[src/rtl/fifo_wr_arbiter.sv]
`default_nettype none
// ============================================================================
// Module   : fifo_wr_arbiter
// Purpose  : Shares one FIFO write port between two valid/ready sources.
//            Round-robin bursts of up to pBURST words, full-aware writes,
//            saturating per-source word counters and a sticky overflow flag.
// Revision : 1.0 - initial release
// ============================================================================
module fifo_wr_arbiter #(
  parameter int pDATA_WIDTH = 16,
  parameter int pBURST      = 8,
  parameter int pCNT_WIDTH  = 16
) (
  input  logic                   clk,
  input  logic                   reset,
  input  logic                   src0_valid,
  input  logic [pDATA_WIDTH-1:0] src0_data,
  output logic                   src0_ready,
  input  logic                   src1_valid,
  input  logic [pDATA_WIDTH-1:0] src1_data,
  output logic                   src1_ready,
  output logic                   fifo_wen,
  output logic [pDATA_WIDTH-1:0] fifo_wdata,
  input  logic                   fifo_full,
  input  logic                   fifo_overflow,
  output logic [1:0]             grant,
  input  logic                   cnt_clear,
  output logic [pCNT_WIDTH-1:0]  src0_count,
  output logic [pCNT_WIDTH-1:0]  src1_count,
  output logic                   overflow_sticky
);

  localparam logic [1:0] c_IDLE = 2'd0;
  localparam logic [1:0] c_GNT0 = 2'd1;
  localparam logic [1:0] c_GNT1 = 2'd2;

  // Burst counter value at which the accepted word is the last of the burst
  localparam logic [7:0] c_BURST_LAST = 8'(pBURST - 1);

  logic [1:0]            r_state;
  logic [1:0]            w_next_state;
  logic                  r_ptr;        // 0: source 0 wins a tie, 1: source 1
  logic [7:0]            r_burst;
  logic                  w_grant_end;
  logic                  w_accept0;
  logic                  w_accept1;
  logic [pCNT_WIDTH-1:0] r_src0_count;
  logic [pCNT_WIDTH-1:0] r_src1_count;
  logic                  r_overflow_sticky;

  // Arbitration rule shared by IDLE and by the end of a grant
  function automatic logic [1:0] f_pick(input logic v0, input logic v1,
                                        input logic ptr);
    logic [1:0] sel;
    if (v0 && v1)  sel = ptr ? c_GNT1 : c_GNT0;
    else if (v0)   sel = c_GNT0;
    else if (v1)   sel = c_GNT1;
    else           sel = c_IDLE;
    return sel;
  endfunction

  // State register
  always_ff @(posedge clk or posedge reset) begin
    if (reset) r_state <= c_IDLE;
    else       r_state <= w_next_state;
  end

  // Next state: grant ends on a completed burst or a gap in the owner's valid;
  // the pointer handed to f_pick is the one that will be in effect afterwards
  always_comb begin
    w_next_state = r_state;
    w_grant_end  = 1'b0;
    case (r_state)
      c_IDLE: w_next_state = f_pick(src0_valid, src1_valid, r_ptr);
      c_GNT0: begin
        if (!src0_valid || (w_accept0 && (r_burst == c_BURST_LAST))) begin
          w_grant_end  = 1'b1;
          w_next_state = f_pick(src0_valid, src1_valid, 1'b1);
        end
      end
      c_GNT1: begin
        if (!src1_valid || (w_accept1 && (r_burst == c_BURST_LAST))) begin
          w_grant_end  = 1'b1;
          w_next_state = f_pick(src0_valid, src1_valid, 1'b0);
        end
      end
      default: w_next_state = c_IDLE;
    endcase
  end

  // Outputs: ready/write gated by full, data passed straight through
  always_comb begin
    src0_ready = 1'b0;
    src1_ready = 1'b0;
    fifo_wdata = '0;
    grant      = 2'b00;
    case (r_state)
      c_GNT0: begin
        src0_ready = !fifo_full;
        fifo_wdata = src0_data;
        grant      = 2'b01;
      end
      c_GNT1: begin
        src1_ready = !fifo_full;
        fifo_wdata = src1_data;
        grant      = 2'b10;
      end
      default: ;
    endcase
    w_accept0 = src0_ready && src0_valid;
    w_accept1 = src1_ready && src1_valid;
    fifo_wen  = w_accept0 || w_accept1;
  end

  // Burst length tracking and round-robin pointer
  always_ff @(posedge clk or posedge reset) begin
    if (reset) begin
      r_burst <= 8'd0;
      r_ptr   <= 1'b0;
    end else if (w_grant_end) begin
      r_burst <= 8'd0;
      r_ptr   <= (r_state == c_GNT0);
    end else if (w_accept0 || w_accept1) begin
      r_burst <= r_burst + 8'd1;
    end
  end

  // Saturating per-source word counters; a clear beats a same-cycle accept
  always_ff @(posedge clk or posedge reset) begin
    if (reset) begin
      r_src0_count <= '0;
      r_src1_count <= '0;
    end else if (cnt_clear) begin
      r_src0_count <= '0;
      r_src1_count <= '0;
    end else begin
      if (w_accept0 && (r_src0_count != {pCNT_WIDTH{1'b1}}))
        r_src0_count <= r_src0_count + 1'b1;
      if (w_accept1 && (r_src1_count != {pCNT_WIDTH{1'b1}}))
        r_src1_count <= r_src1_count + 1'b1;
    end
  end

  // Sticky overflow flag; a new overflow beats a same-cycle clear
  always_ff @(posedge clk or posedge reset) begin
    if (reset)              r_overflow_sticky <= 1'b0;
    else if (fifo_overflow) r_overflow_sticky <= 1'b1;
    else if (cnt_clear)     r_overflow_sticky <= 1'b0;
  end

  assign src0_count      = r_src0_count;
  assign src1_count      = r_src1_count;
  assign overflow_sticky = r_overflow_sticky;

endmodule
`default_nettype wire

[config.mk]
export PLATFORM = sky130hd
export DESIGN_NAME = fifo_wr_arbiter
export DESIGN_NICKNAME = d
export VERILOG_FILES = /design/src/rtl/fifo_wr_arbiter.sv
export SDC_FILE = /design/constraint.sdc
export NUM_CORES = 1
export LEC_CHECK = 0
export CORE_MARGIN = 2
export CORE_UTILIZATION = 40
export DETAILED_ROUTE_END_ITERATION = 12
export PLACE_DENSITY = 0.73
export SLEW_MARGIN = 20
export SYNTH_ARGS = -nofsm -noshare
export SYNTH_HDL_FRONTEND = slang
export SYNTH_SLANG_ARGS = --single-unit
[constraint.sdc]
create_clock -name clk -period 5.7 [get_ports clk]
set_input_delay 0.57 -clock clk [delete_from_list [all_inputs] [get_ports clk]]
set_output_delay 0.57 -clock clk [all_outputs]
set_load 0.005 [all_outputs]
==> impl_metrics.json <==
{
  "fin_nets": 460,
  "syn_area_per_cell_um2": 8.74,
  "maxCapViolations": 0,
  "holdWs_ps": 478,
  "hold_path.startpoint": "overflow_sticky",
  "die_height_um": 88.2,
  "endpoint_kind": "output pin",
  "slew_violations": 0,
  "clock_sinks": 44,
  "synth_edf_count": 0,
  "switching_share_pct": 30.5,
  "synth_top_cells_by_area": "dfrtp_1 39%, nor2b_1 5.7%, a22oi_1 4.5%",
  "htree_levels": 2,
  "cts_root_buffer": "clkbuf_8",
  "dieArea_mm2": 0.00779,
  "setup_tns_ps": 0,
  "ys_seq_area_share_pct": 38.8,
  "io_buffers": 92,
  "syn_inst": 325,
  "p_int_mw": 0.707,
  "status": "finished, final reports clean",
  "hold_viol": 0,
  "rows": 30,
  "arrival_ps": 2800,
  "yosysTopAreaCell": "dfrtp_1",
  "cellPowerDensity_mw_per_mm2": 256,
  "synth_top_area_share_pct": 38.8,
  "yosys_warnings": 0,
  "tightest_slew_ps": 914,
  "first_iter_violations": 175,
  "cpPeakStageDelay_ps": 720,
  "vias": 2831,
  "path_clk_slew_ps": 80,
  "die_w_um": 88.2,
  "clk_latency_ps": 300,
  "antenna_left": 0,
  "power.switching_mw": 0.311,
  "grt_max_degree": 45,
  "p_clk_share_pct": 27.8,
  "leakage_nw": 1.43,
  "rsz0062_at_grt": "false",
  "crit_chain": "inv_1 > ha_1 > a22oi_1 > nor2_1 > clkdlybuf4s50_1",
  "gp_congestion": 0.852,
  "drt_drc_violations_left": 0,
  "synth-main-ff-cell": "dfrtp_1",
  "path_max_fanout": 25,
  "wl_per_cell_um": 14.9,
  "start_util_pct": 41.6,
  "cp_slowest_cell": "ha_1",
  "synth.top_cells.by_count": "44 x dfrtp_1, 27 x nand2_1, 26 x nor2b_1, 25 x a21oi_1, 20 x nor2_1",
  "setup_viol": 0,
  "grt_pass1_wl_um": 12300,
  "overflow": 0,
  "rrSetupSlack_ps": 2930,
  "cp-startpoint": "r_state[0]",
  "vias_per_cell": 5.57,
  "hp-class": "reg2reg",
  "synth_area_mm2": 0.00284,
  "post-route-util_pct": 58.2,
  "power_frac_comb_pct": 36.9,
  "postCtsHoldBufs": 0,
  "cts_buffers": 5,
  "r2r-start": "r_state[0]",
  "synthMostInstantiatedCell": "dfrtp_1",
  "synth_seq_cells": 44,
  "seq_power_share_pct": 35.2,
  "cp-start-kind": "flip-flop",
  "globalRouteTotalUtil_pct": 19.8,
  "finalCritPeriodShare_pct": 59.1,
  "grt_pass1_vias": 2599,
  "areaGrowthSynthToFinish_pct": 40.0,
  "num_io_pins": 93,
  "critical_path_required_ps": 5130,
  "finClkSkew_ps": 7.98,
  "synthArstFlopShare_pct": 100,
  "fmax_ghz": 0.297,
  "cts_tree": "done",
  "ir_drop_v": 0.000250,
  "layout-drive-gt1-share_pct": 5.34,
  "synth_cell_types": 41,
  "diodes": 0,
  "crit_type": "reg2out",
  "dr.pass1.iters": 4,
  "core_mm2": 0.00683,
  "ctsResizeCount": 0,
  "wl_um": 7550,
  "clockBufferDepth": 2,
  "postCtsSetupRepairBufs": 0,
  "slew-limit-headroom_pct": 38.5,
  "grt_antenna_before_repair": 0,
  "finalCriticalPeriod_ps": 3370,
  "hpwl_um": 5550,
  "synth_nets": 373
}
[power groups by stage]
| stage | combinational (mW) | sequential (mW) | clock [mW] |
|---|---|---|---|
| finish | 0.376 | 0.359 | 0.283 |
| CTS | 0.382 | 0.358 | 0.289 |
| floorplan | 0.227 | 0.358 | 0 |
| global placement | 0.376 | 0.362 | 0 |
| global route | 0.420 | 0.363 | 0.301 |
| detailed placement | 0.380 | 0.364 | 0 |
[layer usage]
metal	GRT usage [%]	vias up	share of wire (%)	wire, µm
met4	6.75	0	1.4	109
met2	31.7	68	51	3840
met3	3.54	11	3.8	286
met5	0	-	0	0
met1	27.1	1360	44	3310
li1	-	1392	-	-
[cell usage in the layout (no fill, tap or decap), types with 4 or more instances in the layout]
master / netlist / routed
nor4_1: 8 / 8
or4_1: 10 / 10
clkdlybuf4s50_1: 0 / 92
o21ai_0: 15 / 15
xnor2_1: 6 / 6
nand2_1: 27 / 27
nand3_1: 11 / 11
a22oi_1: 17 / 17
dfrtp_1: 44 / 44
clkbuf_8: 0 / 5
o41ai_1: 4 / 4
inv_1: 9 / 8
nor3_1: 11 / 11
or3_1: 7 / 7
or2_2: 4 / 4
ha_1: 9 / 9
o31ai_1: 10 / 10
a21oi_1: 25 / 25
nor4b_1: 4 / 4
mux2_2: 5 / 5
nor2_1: 20 / 20
nand4_1: 9 / 9
nor2b_1: 26 / 26
[sequential cells by signal, summed over array words and instances (netlist names)]
signal and cells:
r_burst 8, overflow_sticky 1, r_ptr 1, src0_count 16
r_state 2, src1_count 16
[worst max-delay path, delay by kind of cell, from the launching register on]
kind | cells | cell delay (ps)
buffers and inverters | 2 | 680
and+or+nand+nor | 1 | 290
AOI/OAI and AO/OA | 1 | 380
adders and majority gates | 1 | 720
DFF | 1 | 430
[kinds of logic (layout without fill, tap and decap cells)]
group | Yosys count | count (layout) | synth area share (%)
and+or+nand+nor | 153 | 153 | 30.9
AOI/OAI and AO/OA | 81 | 81 | 18.2
DFF | 44 | 44 | 38.8
buffers and inverters | 24 | 111 | 3.22
adders and majority gates | 9 | 9 | 3.97
muxes | 8 | 8 | 3.04
xor gates and xnor gates | 6 | 6 | 1.85
[through the flow]
stage	power (mW)	instances	setup slack, ps	cell area [µm²]
global route	1.08	508	2050	3970
finish	1.02	508	2330	3970
global placement	0.738	501	2740	3840
floorplan	0.585	325	3650	2840
CTS	1.03	508	2300	3970
detailed placement	0.744	501	2650	3840
[layout make-up]
class / count / area (µm²)
inverters: 9 / 33.8
clock buffers: 5 / 68.8
well taps: 96 / 120
repair buffers: 95 / 943
flip-flops and latches: 44 / 1100
clock inverters: 2 / 60.1
multi-input cells: 257 / 1650
fillers: 621 / 2860
[worst paths after layout]
kind                            cells after the start         endpoint
min in group asynchronous                           3  overflow_sticky
worst max register to register                      6   src1_count[13]
worst max-delay path                                5         fifo_wen
max in group asynchronous                           3   src1_count[14]
worst min register to register                      1  overflow_sticky
worst min-delay path                                1  overflow_sticky
Note: power is estimated with default switching activity, not from simulation.
==> RTL edit 1 (same settings) <==
Change the parameter `pDATA_WIDTH` from 16 to 18.
--- a/src/rtl/fifo_wr_arbiter.sv
+++ b/src/rtl/fifo_wr_arbiter.sv
@@ -7,7 +7,7 @@
 // Revision : 1.0 - initial release
 // ============================================================================
 module fifo_wr_arbiter #(
-  parameter int pDATA_WIDTH = 16,
+  parameter int pDATA_WIDTH = 18,
   parameter int pBURST      = 8,
   parameter int pCNT_WIDTH  = 16
 ) (
Interface: changed (resized fifo_wdata, src0_data and src1_data); port bits go from 93 to 99. No check against the original RTL was run, so the function may have changed too.
==> RTL edit 1 against the unedited design <==
  * Cell area is 3.2% higher
  * Worst setup slack worse by 0.065 ns
  * Total power down 3.2%
  * Via count is 3.9% higher
  * Synthesized area increased by 4.1%
  * Clock power is 24% lower
  * Wire length is 6.1% higher
  * Sequential cell count did not move
  * Final cell count grew 3.3%
==> RTL edit 1: results <==
set metrics [dict create \
    status "finished, final reports clean" \
    syn-num-nets 389 \
    grt_pass1_vias 2792 \
    dr.pass1.iters 5 \
    cts_buffers 5 \
    swShare_pct 34.7 \
    skew_ns 0.0121 \
    netlist_top_cells_area "dfrtp_1, a21oi_1, a22oi_1" \
    via_per_inst 5.60 \
    wl_per_cell_um 15.2 \
    layout-drive-gt1-share_pct 5.87 \
    worst_pin_slew_ns 0.859 \
    grt_util_all_layers_pct 19.5 \
    grt_pass1_wl_mm 13.4 \
    powerSeq_uw 354 \
    seq_area_frac_synth_pct 37.3 \
    syn_inst 337 \
    first_iter_violations 187 \
    ys_top_cells_by_count "dfrtp_1, a21oi_1, nor2b_1" \
    path_clk_slew_ns 0.09 \
    leakage_nw 1.49 \
    power.share.clock_pct 21.9 \
    antenna_found_initial 0 \
    gp_congestion 0.842 \
    worstPathArrival_ns 2.87 \
    wl_mm 8.01 \
    dp.cells 517 \
    ys_types 48 \
    final_nets 477 \
    peakVddDrop_uv 147 \
    dp_hpwl_mm 5.80 \
]
RTL edit 1: cell types whose count changed after synthesis, moves of 4 or more:
| cell | unedited run | this run |
|---|---|---|
| nand2_1 | 27 | 18 |
| a21oi_1 | 25 | 30 |
| nor2b_1 | 26 | 22 |
| inv_1 | 9 | 17 |
| o21ai_0 | 15 | 9 |
RTL edit 1: final cells by class:
| cell class | count | area [sq um] |
|---|---|---|
| timing repair buffer | 100 | 996 |
| inverter | 18 | 67.6 |
| fill | 662 | 3110 |
| clock buffer | 6 | 82.6 |
| sequential | 44 | 1100 |
| clock inverter | 2 | 13.8 |
| multi-input combinational | 256 | 1720 |
| tap | 99 | 124 |
RTL edit 1: layer usage:
| metal | track usage (%) | wire (um) |
|---|---|---|
| met1 | 27.1 | 3690 |
| met2 | 33.0 | 3990 |
| met3 | 2.68 | 286 |
| met4 | 3.59 | 38 |
| met5 | 0 | 0 |
RTL edit 1: stage by stage:
| step | power [mW] | util (%) | worst slack [ns] |
|---|---|---|---|
| floorplan | 0.605 | - | 3.58 |
| global placement | 0.769 | 55.4 | 2.67 |
| detailed placement | 0.775 | 55.4 | 2.62 |
| CTS | 0.990 | 56.7 | 2.26 |
| global route | 1.05 | 56.8 | 2.00 |
| finish | 0.985 | 56.8 | 2.26 |
RTL edit 1: final timing paths:
path	endpoint	slack, ns	cells past startpoint
min in group asynchronous	r_burst[3]	0.71	3
max in group asynchronous	r_state[1]	4.59	3
hold reg to reg	overflow_sticky	0.49	1
setup / recovery	fifo_wen	2.26	5
setup reg to reg	src1_count[15]	2.68	6
hold / removal	overflow_sticky	0.49	1
RTL edit 1: cells by family after synthesis:
kind of cell	share of synthesized area, %
mux	3.30
buf+inv	5.00
simple gates	29.8
compound gates	19.0
flops	37.3
fa+ha+maj	3.81
xor+xnor	1.78
==> RTL edit 2 (same flow settings) <==
Without the edit above. Put one more register stage on the output `src0_count`, with the module's reset. The value now appears one clock later. The other outputs are not delayed to match.
--- a/src/rtl/fifo_wr_arbiter.sv
+++ b/src/rtl/fifo_wr_arbiter.sv
@@ -148,7 +148,13 @@
     else if (cnt_clear)     r_overflow_sticky <= 1'b0;
   end
 
-  assign src0_count      = r_src0_count;
+  always_ff @(posedge clk or posedge reset) begin
+    if (reset) begin
+      src0_count <= '0;
+    end else begin
+      src0_count <= r_src0_count;
+    end
+  end
   assign src1_count      = r_src1_count;
   assign overflow_sticky = r_overflow_sticky;
 
Formal check against the unedited RTL: not equivalent (Yosys sat finds a counterexample within 4 cycles, from zero or initial values and one cycle with reset high).
==> RTL edit 2 against the unedited design <==
  * Maximum frequency fell by 0.77%
  * Worst setup slack got worse by 0.026 ns
  * Final cell count rose by 6.7%
  * Cell area rose by 15%
  * Count of clock-buffer cells in the layout rose by 7
  * Largest power group is now clock
  * Core utilization fell by 1.8 points
  * Via count rose by 3.7%
  * Largest cell class unchanged
  * Synthesized area rose by 16%
  * Die area rose by 16%
  * Sequential cell count rose by 16
  * Wire length fell by 0.34%
  * Worst hold slack got worse by 0.054 ns
  * Total power rose by 33%
==> RTL edit 2: results <==
set metrics [dict create \
    status "finished, final reports clean" \
    ant_nets 0 \
    insertion_delay_ns 0.34 \
    skew_ns 0.0106 \
    async_flop_share_pct 100 \
    max_stage_delay_ns 0.72 \
    gp_congestion 0.793 \
    powerClk_uw 476 \
    pre_cts_ws_ns 2.69 \
    syn-num-nets 392 \
    antenna_cells 0 \
    antenna_found_initial 0 \
    via_per_inst 5.42 \
    crit_family "adder cells" \
    ys_top_cells_by_count "dfrtp_1, a21oi_1, nor2b_1" \
    cts.path.max_buffers 2 \
    dp.cells 526 \
    yosysWarnings 0 \
    cts_setup_buffers 0 \
    grt_max_degree 61 \
    port_buffers 92 \
    syn_inst 344 \
    netlist_top_cells_area "dfrtp_1, nor2b_1, a21oi_1" \
    max_slew_margin_pct 45.1 \
    cts-htree-levels 3 \
    critical_path_peak_fanout 23 \
    layout-drive-gt1-share_pct 8.92 \
    min_path_type "reg -> reg" \
    dr_total_vias 2936 \
    finalHoldViolations 0 \
    dr.pass1.iters 4 \
    dp_hpwl_mm 5.36 \
    peakVddDrop_uv 151 \
    root_buffer "clkbuf_8" \
    internal_power_uw 971 \
    seq_area_frac_synth_pct 45.5 \
    wl_per_cell_um 13.9 \
    grt_pass1_wl_mm 12.6 \
    leakage_nw 1.80 \
    path_clk_slew_ns 0.07 \
    grt_util_all_layers_pct 17.7 \
    first_iter_violations 146 \
    cts_buffers 9 \
    ys_types 47 \
    pg_comb_uw 402 \
    nFillCells 738 \
    final_nets 480 \
    grt_pass1_vias 2806 \
]
## RTL edit 2: logic make-up (layout without fill, tap and decap cells)
logic type | count (synthesis) | after routing | synth area share, %
AND/OR/NAND/NOR | 139 | 139 | 24.4
AO/OA/AOI/OAI | 79 | 79 | 15.5
flip-flops | 60 | 60 | 45.5
buffers and inverters | 33 | 126 | 3.79
multiplexers | 18 | 18 | 5.95
adder cells (fa/ha/maj) | 9 | 9 | 3.41
XOR/XNOR | 6 | 6 | 1.59
## RTL edit 2: per-stage QoR
step,power (mW),hold slack (ns),instance area (sq um)
2_1_floorplan,0.721,0.375,3300
3_3_place_gp,0.880,0.399,4310
3_5_place_dp,0.885,0.402,4310
4_1_cts,1.37,0.426,4560
5_1_grt,1.43,0.441,4560
6_report,1.35,0.424,4560
## RTL edit 2: metal layers
metal | global-route usage [%] | vias up | share of wire [%]
li1 | - | 1440 | -
met1 | 21.4 | 1383 | 43
met2 | 28.8 | 100 | 47
met3 | 7.10 | 13 | 8.2
met4 | 6.16 | 0 | 1.5
met5 | 0 | - | 0
## RTL edit 2: area by class of cell
cell class	instances	area share, %
well taps	105	2.88
repair buffers	94	20.5
multi-input cells	251	36.9
clock inverters	4	2.08
inverters	16	1.32
clock buffers	12	3.40
flip-flops and latches	60	32.9
## RTL edit 2: path summary, 6_finish.rpt
| path | end | from | slack, ns | cells past startpoint |
|---|---|---|---|---|
| max | fifo_wen | r_state[0] | 2.30 | 5 |
| min | src0_count[9] | r_src0_count[9] | 0.42 | 0 |
| min reg2reg | src0_count[9] | r_src0_count[9] | 0.42 | 0 |
| min in group asynchronous | src0_count[7] | reset | 0.75 | 3 |
| max in group asynchronous | r_src0_count[15] | reset | 4.44 | 3 |
| max reg2reg | src1_count[13] | r_state[0] | 2.92 | 6 |
